`config.mk`:
```
export PLATFORM = sky130hd
export DESIGN_NAME = uart_tx_arbiter
export DESIGN_NICKNAME = d
export VERILOG_FILES = /design/src/rtl/uart_pkg.sv /design/src/rtl/uart_rr_picker.sv /design/src/rtl/uart_tx_arbiter.sv
export SDC_FILE = /design/constraint.sdc
export NUM_CORES = 1
export LEC_CHECK = 0
export BUFFER_PORTS_ARGS = -buffer_cell sky130_fd_sc_hd__buf_2
export CORE_AREA = 2 2 58 60
export DETAILED_ROUTE_END_ITERATION = 12
export DIE_AREA = 0 0 60 62
export PLACE_DENSITY = 0.75
export REMOVE_ABC_BUFFERS = 1
export SLEW_MARGIN = 25
export SYNTH_ARGS = -nofsm -noshare
export SYNTH_HDL_FRONTEND = slang
export SYNTH_SLANG_ARGS = --single-unit
```
`constraint.sdc`:
```
create_clock -name clk -period 1.86 [get_ports clk]
set_input_delay 0.372 -clock clk [delete_from_list [all_inputs] [get_ports clk]]
set_output_delay 0.372 -clock clk [all_outputs]
set_load 0.01 [all_outputs]
```
`src/rtl/uart_pkg.sv`:
```
// uart_pkg: shared types and helpers for the UART TX arbiter slice
package uart_pkg;
  typedef enum logic {IDLE, GRANT} uart_txarb_state_e;
  localparam int UART_DLEN_DEFAULT = 8;
  function automatic int onehot_idx(input logic [31:0] v);
    onehot_idx = 0;
    for (int i = 0; i < 32; i++) if (v[i]) onehot_idx = i;
  endfunction
endpackage

```
`src/rtl/uart_rr_picker.sv`:
```
// uart_rr_picker: one-hot round-robin pick starting after rr_ptr
module uart_rr_picker #(
  parameter int NUM_REQ = 4
) (
  input  logic [NUM_REQ-1:0]         req,
  input  logic [$clog2(NUM_REQ)-1:0] rr_ptr,
  output logic [NUM_REQ-1:0]         pick,
  output logic                       any_req
);
  logic [$clog2(NUM_REQ)-1:0] idx;
  assign any_req = |req;
  // scan offsets from farthest to nearest so the nearest valid requester wins
  always_comb begin
    pick = '0;
    idx = '0;
    for (int i = NUM_REQ; i >= 1; i--) begin
      idx = $clog2(NUM_REQ)'((int'(rr_ptr) + i) % NUM_REQ);
      if (req[idx]) pick = NUM_REQ'(1) << idx;
    end
  end
endmodule

```
`src/rtl/uart_tx_arbiter.sv`:
```
// uart_tx_arbiter: round-robin packet-locked arbiter into the UART TX buffer; optional grant timeout via UART_TXARB_TIMEOUT_EN
module uart_tx_arbiter
  import uart_pkg::*;
#(
  parameter int NUM_REQ        = 4,
  parameter int UART_DLEN      = UART_DLEN_DEFAULT,
  parameter int TIMEOUT_CYCLES = 256
) (
  input  logic                         clk,
  input  logic                         rst,
  input  logic [NUM_REQ-1:0]           i_req_tvalid,
  output logic [NUM_REQ-1:0]           o_req_tready,
  input  logic [NUM_REQ*UART_DLEN-1:0] i_req_tdata,
  input  logic [NUM_REQ-1:0]           i_req_tlast,
  output logic                         o_txb_tvalid,
  input  logic                         i_txb_tready,
  output logic [UART_DLEN-1:0]         o_txb_tdata,
  input  logic                         i_txb_overflow,
  output logic [NUM_REQ-1:0]           o_grant,
  output logic                         o_busy,
  output logic                         o_timeout
);
  localparam int PW = $clog2(NUM_REQ);
  uart_txarb_state_e state;
  logic [PW-1:0] rr_ptr;
  logic [NUM_REQ-1:0] pick, hs_vec;
  logic any_req, hs, last, revoke;
  logic [UART_DLEN-1:0] sel_data;

  uart_rr_picker #(.NUM_REQ(NUM_REQ)) u_pick (
    .req(i_req_tvalid), .rr_ptr(rr_ptr), .pick(pick), .any_req(any_req)
  );

  assign o_req_tready = (state == GRANT && (~o_txb_tvalid | i_txb_tready)) ? o_grant : '0;
  assign hs_vec = i_req_tvalid & o_req_tready;
  assign hs = |hs_vec;
  assign last = |(hs_vec & i_req_tlast);
  assign o_busy = (state == GRANT) | o_txb_tvalid;
  assign o_timeout = revoke;

  // data of the currently granted requester
  always_comb begin
    sel_data = '0;
    for (int r = 0; r < NUM_REQ; r++) if (o_grant[r]) sel_data = i_req_tdata[r*UART_DLEN +: UART_DLEN];
  end

`ifdef UART_TXARB_TIMEOUT_EN
  localparam int CW = $clog2(TIMEOUT_CYCLES);
  logic [CW-1:0] stall_cnt;
  logic stall;
  assign stall = ~|(i_req_tvalid & o_grant);
  assign revoke = state == GRANT && stall && stall_cnt == CW'(TIMEOUT_CYCLES - 1);
  // counts cycles the granted requester leaves its valid low
  always_ff @(posedge clk) begin
    if (rst || state != GRANT || hs || revoke) stall_cnt <= '0;
    else if (stall) stall_cnt <= stall_cnt + 1'b1;
  end
`else
  assign revoke = 1'b0;
`endif

  // arbitration FSM: grant in IDLE, release on tlast handshake or revoke
  always_ff @(posedge clk) begin
    if (rst) begin
      state <= IDLE;
      o_grant <= '0;
      rr_ptr <= PW'(NUM_REQ - 1);
    end else if (state == IDLE) begin
      if (any_req && !i_txb_overflow) begin
        state <= GRANT;
        o_grant <= pick;
      end
    end else if (last || revoke) begin
      state <= IDLE;
      o_grant <= '0;
      rr_ptr <= PW'(onehot_idx(32'(o_grant)));
    end
  end

  // single registered output stage toward the TX buffer
  always_ff @(posedge clk) begin
    if (rst) begin
      o_txb_tvalid <= 1'b0;
      o_txb_tdata <= '0;
    end else if (hs) begin
      o_txb_tvalid <= 1'b1;
      o_txb_tdata <= sel_data;
    end else if (i_txb_tready) begin
      o_txb_tvalid <= 1'b0;
    end
  end
endmodule

```
Yosys cells after proc, flatten, opt, wreduce, memory -nomap -nowiden
Cells that the tools add are included.
Storage, ports and cells
  output and inout bits: 19
  word-level logic and storage cells: 61
  bits in registers: 16
  input bits: 44
Cells by class
  $lt $le $gt $ge: 4
  multiplexer cells: 28
  reduce and logical (&&, ||, !) cells: 10
  bitwise operators: 5
  $add $sub $neg: 4
  shifts and indexed selects: 4
  equality and inequality tests: 1
Operator list (count)
  $mux W4: 8
  $mux W8: 4
  $shl A1 B2 Y4 const A: 4
  $lt A2 B3 Y1 const B: 4
  $reduce_or A4 Y1: 3
  $mux W1: 10
  $and A4 B4 Y4: 2
  $bmux W1 S2: 4
  $add A2 B1 Y2 const B: 2
  $add A2 B2 Y2 const B: 2
  $mux W2: 2
  $reduce_and A2 Y1: 2
  $reduce_bool A2 Y1: 2
  $logic_and A1 B1 Y1: 2
  $ne A2 B1 Y1 const B: 1
  $or A1 B1 Y1: 2
  $logic_not A1 Y1: 1
  $not A1 Y1: 1

Longest topological paths before layout
  word-level depth: 9
  depth in mapped cells: 7
  depth with buffers taken out: 6

Cells and area by module
Synthesis repeated with hierarchy kept, for this count alone.
Second synthesis, totals
  cells, all modules: 148
  area total of the unflattened synthesis: 1336.3 sq um
By module, submodules not included
  uart_tx_arbiter: area each 947.2 sq um, sequential area each 320.3 sq um, instances 1, cells each 102
  uart_rr_picker: area each 389.1 sq um, sequential area each 0.0 sq um, instances 1, cells each 46

Least setup slack after synthesis
No wires, ideal clock.
  path kind: register to register
  start point: reg rr_ptr[0]
  end point: reg o_grant[3]
  stages on the path, launching flop included: 7
  arrival: 1.822 ns
  period minus slack after synthesis: 1.944 ns
  required time: 1.738 ns
  slack: -0.084 ns
  path buffers: 1
  library setup time: 0.122 ns
  path through: dfxtp_1 buf_6 inv_1 ha_1 mux4_2 a22o_1 a221o_1
Between the ends
  longest elaborated chain between the ends: 9
  elaborated cells between the ends (all ways): 22
  classes of those cells: add/sub (4); shift (4); mux (14)
Ends and longest elaborated chain
  start, declared: line uart_tx_arbiter.sv:25  | logic [PW-1:0] rr_ptr;
  start signal, assigned: line uart_tx_arbiter.sv:67  | rr_ptr <= PW'(NUM_REQ - 1);
  start signal, assigned: line uart_tx_arbiter.sv:76  | rr_ptr <= PW'(onehot_idx(32'(o_grant)));
  $add A2 B1 Y2: line uart_rr_picker.sv:17  | idx = $clog2(NUM_REQ)'((int'(rr_ptr) + i) % NUM_REQ);
  $bmux W1 S2: line uart_rr_picker.sv:18  | if (req[idx]) pick = NUM_REQ'(1) << idx;
  $mux W1 (implied by the code): line uart_rr_picker.sv:18
  $mux W4 (3 in a row): line uart_rr_picker.sv:18
  $mux W4 *: line uart_rr_picker.sv:18
  $mux W4 *: line uart_tx_arbiter.sv:69  | if (any_req && !i_txb_overflow) begin
  $mux W4 *: line uart_tx_arbiter.sv:68  | end else if (state == IDLE) begin
  end signal, assigned: line uart_tx_arbiter.sv:71  | o_grant <= pick;
  end, declared: line uart_tx_arbiter.sv:19  | output logic [NUM_REQ-1:0] o_grant,
Mark *: on every way between the ends. The rest lies on a longest branch, timed or not. The select of a mux whose other input is x is not followed.
A chain may end at the register's enable or synchronous reset.

Worst setup path after layout
  start point: reg rr_ptr[0]
  end point: reg o_grant[2]
Same word-level chain as after synthesis.

==> flow_metrics.py <==
metrics = {
    "floorplanning": {
        "fp.dieW_microns": 60,
        "initial_core_util": 0.3872,
        "core_sq_um": 3179,
        "fp-row-count": 21,
        "dieArea_sq_um": 3720,
        "io_pins": 63,
        "die_h_microns": 62,
    },
    "timing": {
        "max_slew_margin": 0.5849,
        "worst_pin_slew_ns": 0.6170,
        "setup_viol": 0,
        "rsz0062_at_grt": "true",
        "period_share": 0.9817,
        "finClkSkew_ns": 0.001991,
        "drv_slew": 0,
        "period_needed_ns": 1.826,
        "hold_viol_final": 0,
        "setup-tns-final_ns": 0,
        "hold_slack_ns": 0.4080,
        "max_freq_mhz": 547.7,
    },
    "routing": {
        "wirelength_mm": 3.865,
        "antenna_left": 0,
        "vias": 1492,
        "vias_per_cell": 5.485,
        "wire_per_inst_microns": 14.21,
        "drt_pre_antenna_iters": 4,
        "drc": 0,
        "drt_iter0_markers": 73,
    },
    "finish": {
        "drive_gt1_frac": 0.4469,
        "fillers": 310,
        "nNetsFinal": 277,
        "diodes": 0,
        "syn2layout_area_growth_pct": 44.51,
    },
    "setup_path": {
        "endpoint_kind": "register",
        "crit_slowest_cell": "dfxtp_4",
        "rr_worst_depth": 5,
        "crit_arrival_ns": 2.02,
        "crit_chain": "inv_1 > ha_4 > mux4_2 > a22o_1 > a221o_2",
        "start_kind": "register",
        "r2r_slack_ns": 0.03,
        "cp.required_ns": 2.05,
        "slowest_delay_ns": 0.38,
        "rr_startpoint": "rr_ptr[0]$_SDFFE_PP1P_",
        "crit_path_max_fanout": 5,
        "r2r-end": "o_grant[2]$_SDFFE_PP0P_",
        "critical_path_class": "reg2reg",
    },
    "clock_tree": {
        "numCtsBuffers": 3,
        "cts_sinks": 16,
        "cts_setup_buffers": 0,
        "insertion_delay_ns": 0.29,
        "path_clk_slew_ns": 0.11,
        "clk_path_buf_depth": 2,
        "ctsHoldBuffers": 0,
        "cts-root-buf": "clkbuf_4",
        "tritoncts": "done",
        "h-tree-depth": 1,
    },
    "yosys": {
        "synth_seq_cells": 16,
        "avgSynthCellArea_sq_um": 8.208,
        "ys.flop_type": "dfxtp_1",
        "synth_top_area_cell": "dfxtp_1",
        "ys_types": 33,
        "async_flop_share": 0,
        "synth_most_common_cell": "nor2_1",
        "synth_seq_area_share": 0.2602,
        "synth_top_area_frac": 0.2602,
        "synth-edff-count": 0,
        "synth.area.top_cells": "dfxtp_1, mux4_2, o311a_1",
        "synth_common_cells": "nor2_1, dfxtp_1, nor3_1",
        "netlist_instances": 150,
        "yosys_warnings": 0,
        "syn-cell-area_sq_um": 1231,
    },
    "min_path": {
        "hold_depth": 4,
        "hp-start": "i_txb_tready",
        "whs_endpoint": "o_txb_tvalid$_SDFFE_PP0P_",
        "hp-class": "in2reg",
    },
    "placement": {
        "gp_congestion": 0.8625,
        "portBuffers": 61,
        "dp_hpwl_mm": 2.849,
    },
    "pwr": {
        "finalPower_mw": 0.9162,
        "pwr-share-clk": 0.264,
        "vdd_drop_max_v": 0.0003278,
        "p_per_area_nw_per_um2": 514.9,
        "p_comb_frac": 0.320,
        "seqPwrFrac": 0.416,
        "power_leakage_nw": 0.8440,
        "internal_power_mw": 0.6291,
        "sw_frac_of_total": 0.3133,
        "power.switching_mw": 0.2871,
    },
    "global_route": {
        "grt_max_degree": 18,
        "grt_use_total": 0.2148,
        "antenna_found_initial": 0,
        "grt-ovfl-total": 0,
        "grt_pass1_wl_mm": 6.141,
        "grt_pass1_vias": 1341,
    },
    "flow_run": {
        "drv_cap": 0,
    },
    "run_status": {
        "status": "finished clean",
    },
}
-- state kept, by name (all words and copies together), names as in the netlist --
signal and count:
state 1, o_grant 4, rr_ptr 2, o_txb_tvalid 1, o_txb_tdata 8
-- cells in the final DEF, fill, tap and decap left out, types with 7 or more instances in the layout --
cell / Yosys / routed
buf_2: 0 / 61
inv_1: 7 / 7
buf_4: 1 / 19
o311a_1: 8 / 8
nor2_1: 21 / 21
a221oi_1: 8 / 8
nand2_1: 9 / 9
nor3_1: 14 / 14
dfxtp_1: 16 / 15
a21oi_1: 8 / 8
a22o_1: 8 / 8
-- kinds of logic (layout without fill, tap and decap cells) --
kind of cell	count (synthesis)	after routing	share of synthesized area
and+or+nand+nor	63	63	0.2490
other	1	1	0.003046
adders and majority gates	6	6	0.06097
muxes	4	5	0.07317
buffers and inverters	18	93	0.06403
DFF	16	16	0.2602
AOI/OAI and AO/OA	42	42	0.2896
-- worst max path at each step --
stage,from,endpoint,slack [ns],depth (start not counted)
global route,rr_ptr[0]$_SDFFE_PP1P_,o_grant[3]$_SDFFE_PP0P_,-0.004,5
detailed placement,rr_ptr[0]$_SDFFE_PP1P_,o_grant[1]$_SDFFE_PP0P_,-0.06,5
global placement,i_req_tvalid[0],o_grant[1]$_SDFFE_PP0P_,-0.007,5
floorplan,rr_ptr[0]$_SDFFE_PP1P_,o_grant[3]$_SDFFE_PP0P_,-0.15,5
CTS,rr_ptr[0]$_SDFFE_PP1P_,o_grant[3]$_SDFFE_PP0P_,0.04,5
finish,rr_ptr[0]$_SDFFE_PP1P_,o_grant[2]$_SDFFE_PP0P_,0.03,5
-- power groups by stage --
stage	logic, mW	clock network [mW]	registers, mW
3_3_place_gp	0.276	0	0.389
4_1_cts	0.288	0.246	0.382
6_report	0.293	0.242	0.381
5_1_grt	0.323	0.264	0.385
2_1_floorplan	0.134	0	0.398
3_5_place_dp	0.280	0	0.389
-- worst max-delay path: cells and delay by family, from the launching register on --
family,cells,cell delay (ns)
buf+inv,1,0.08
mux,1,0.37
compound gates,2,0.59
flops,1,0.38
fa+ha+maj,1,0.30
-- stage by stage --
stage	cells	util	instance area (sq um)	setup WS (ns)
5_1_grt	272	0.5596	1779	-0.004275
2_1_floorplan	140	-	1182	-0.1467
4_1_cts	272	0.5573	1772	0.04160
3_3_place_gp	267	0.5333	1695	-0.006866
3_5_place_dp	267	0.5333	1695	-0.05823
6_report	272	0.5596	1779	0.03410
-- layer usage --
metal  GRT usage  vias up  share of wire
met3     0.03727        2          0.067
li1            -      734              -
met2      0.3618       59           0.48
met5           0        -              0
met4     0.04762        0         0.0031
met1      0.2893      697           0.45
-- timing repair --
| item | CTS | global route |
|---|---|---|
| setup endpoints to repair | 4 | 12 |
| resized for setup | 2 | 5 |
| pin swaps | 0 | 2 |
| cloned | 1 | 0 |
-- layout make-up --
class                           count  area [sq um]  share of cell area
Clock buffer                        4         36.28             0.02039
Sequential cell                    16         324.1              0.1821
Inverter                            8         30.03             0.01688
Tap cell                           46         57.56             0.03235
Multi-Input combinational cell    117         872.1              0.4902
Timing Repair Buffer               81         459.2              0.2581
Note: power is estimated with default switching activity, not from simulation.
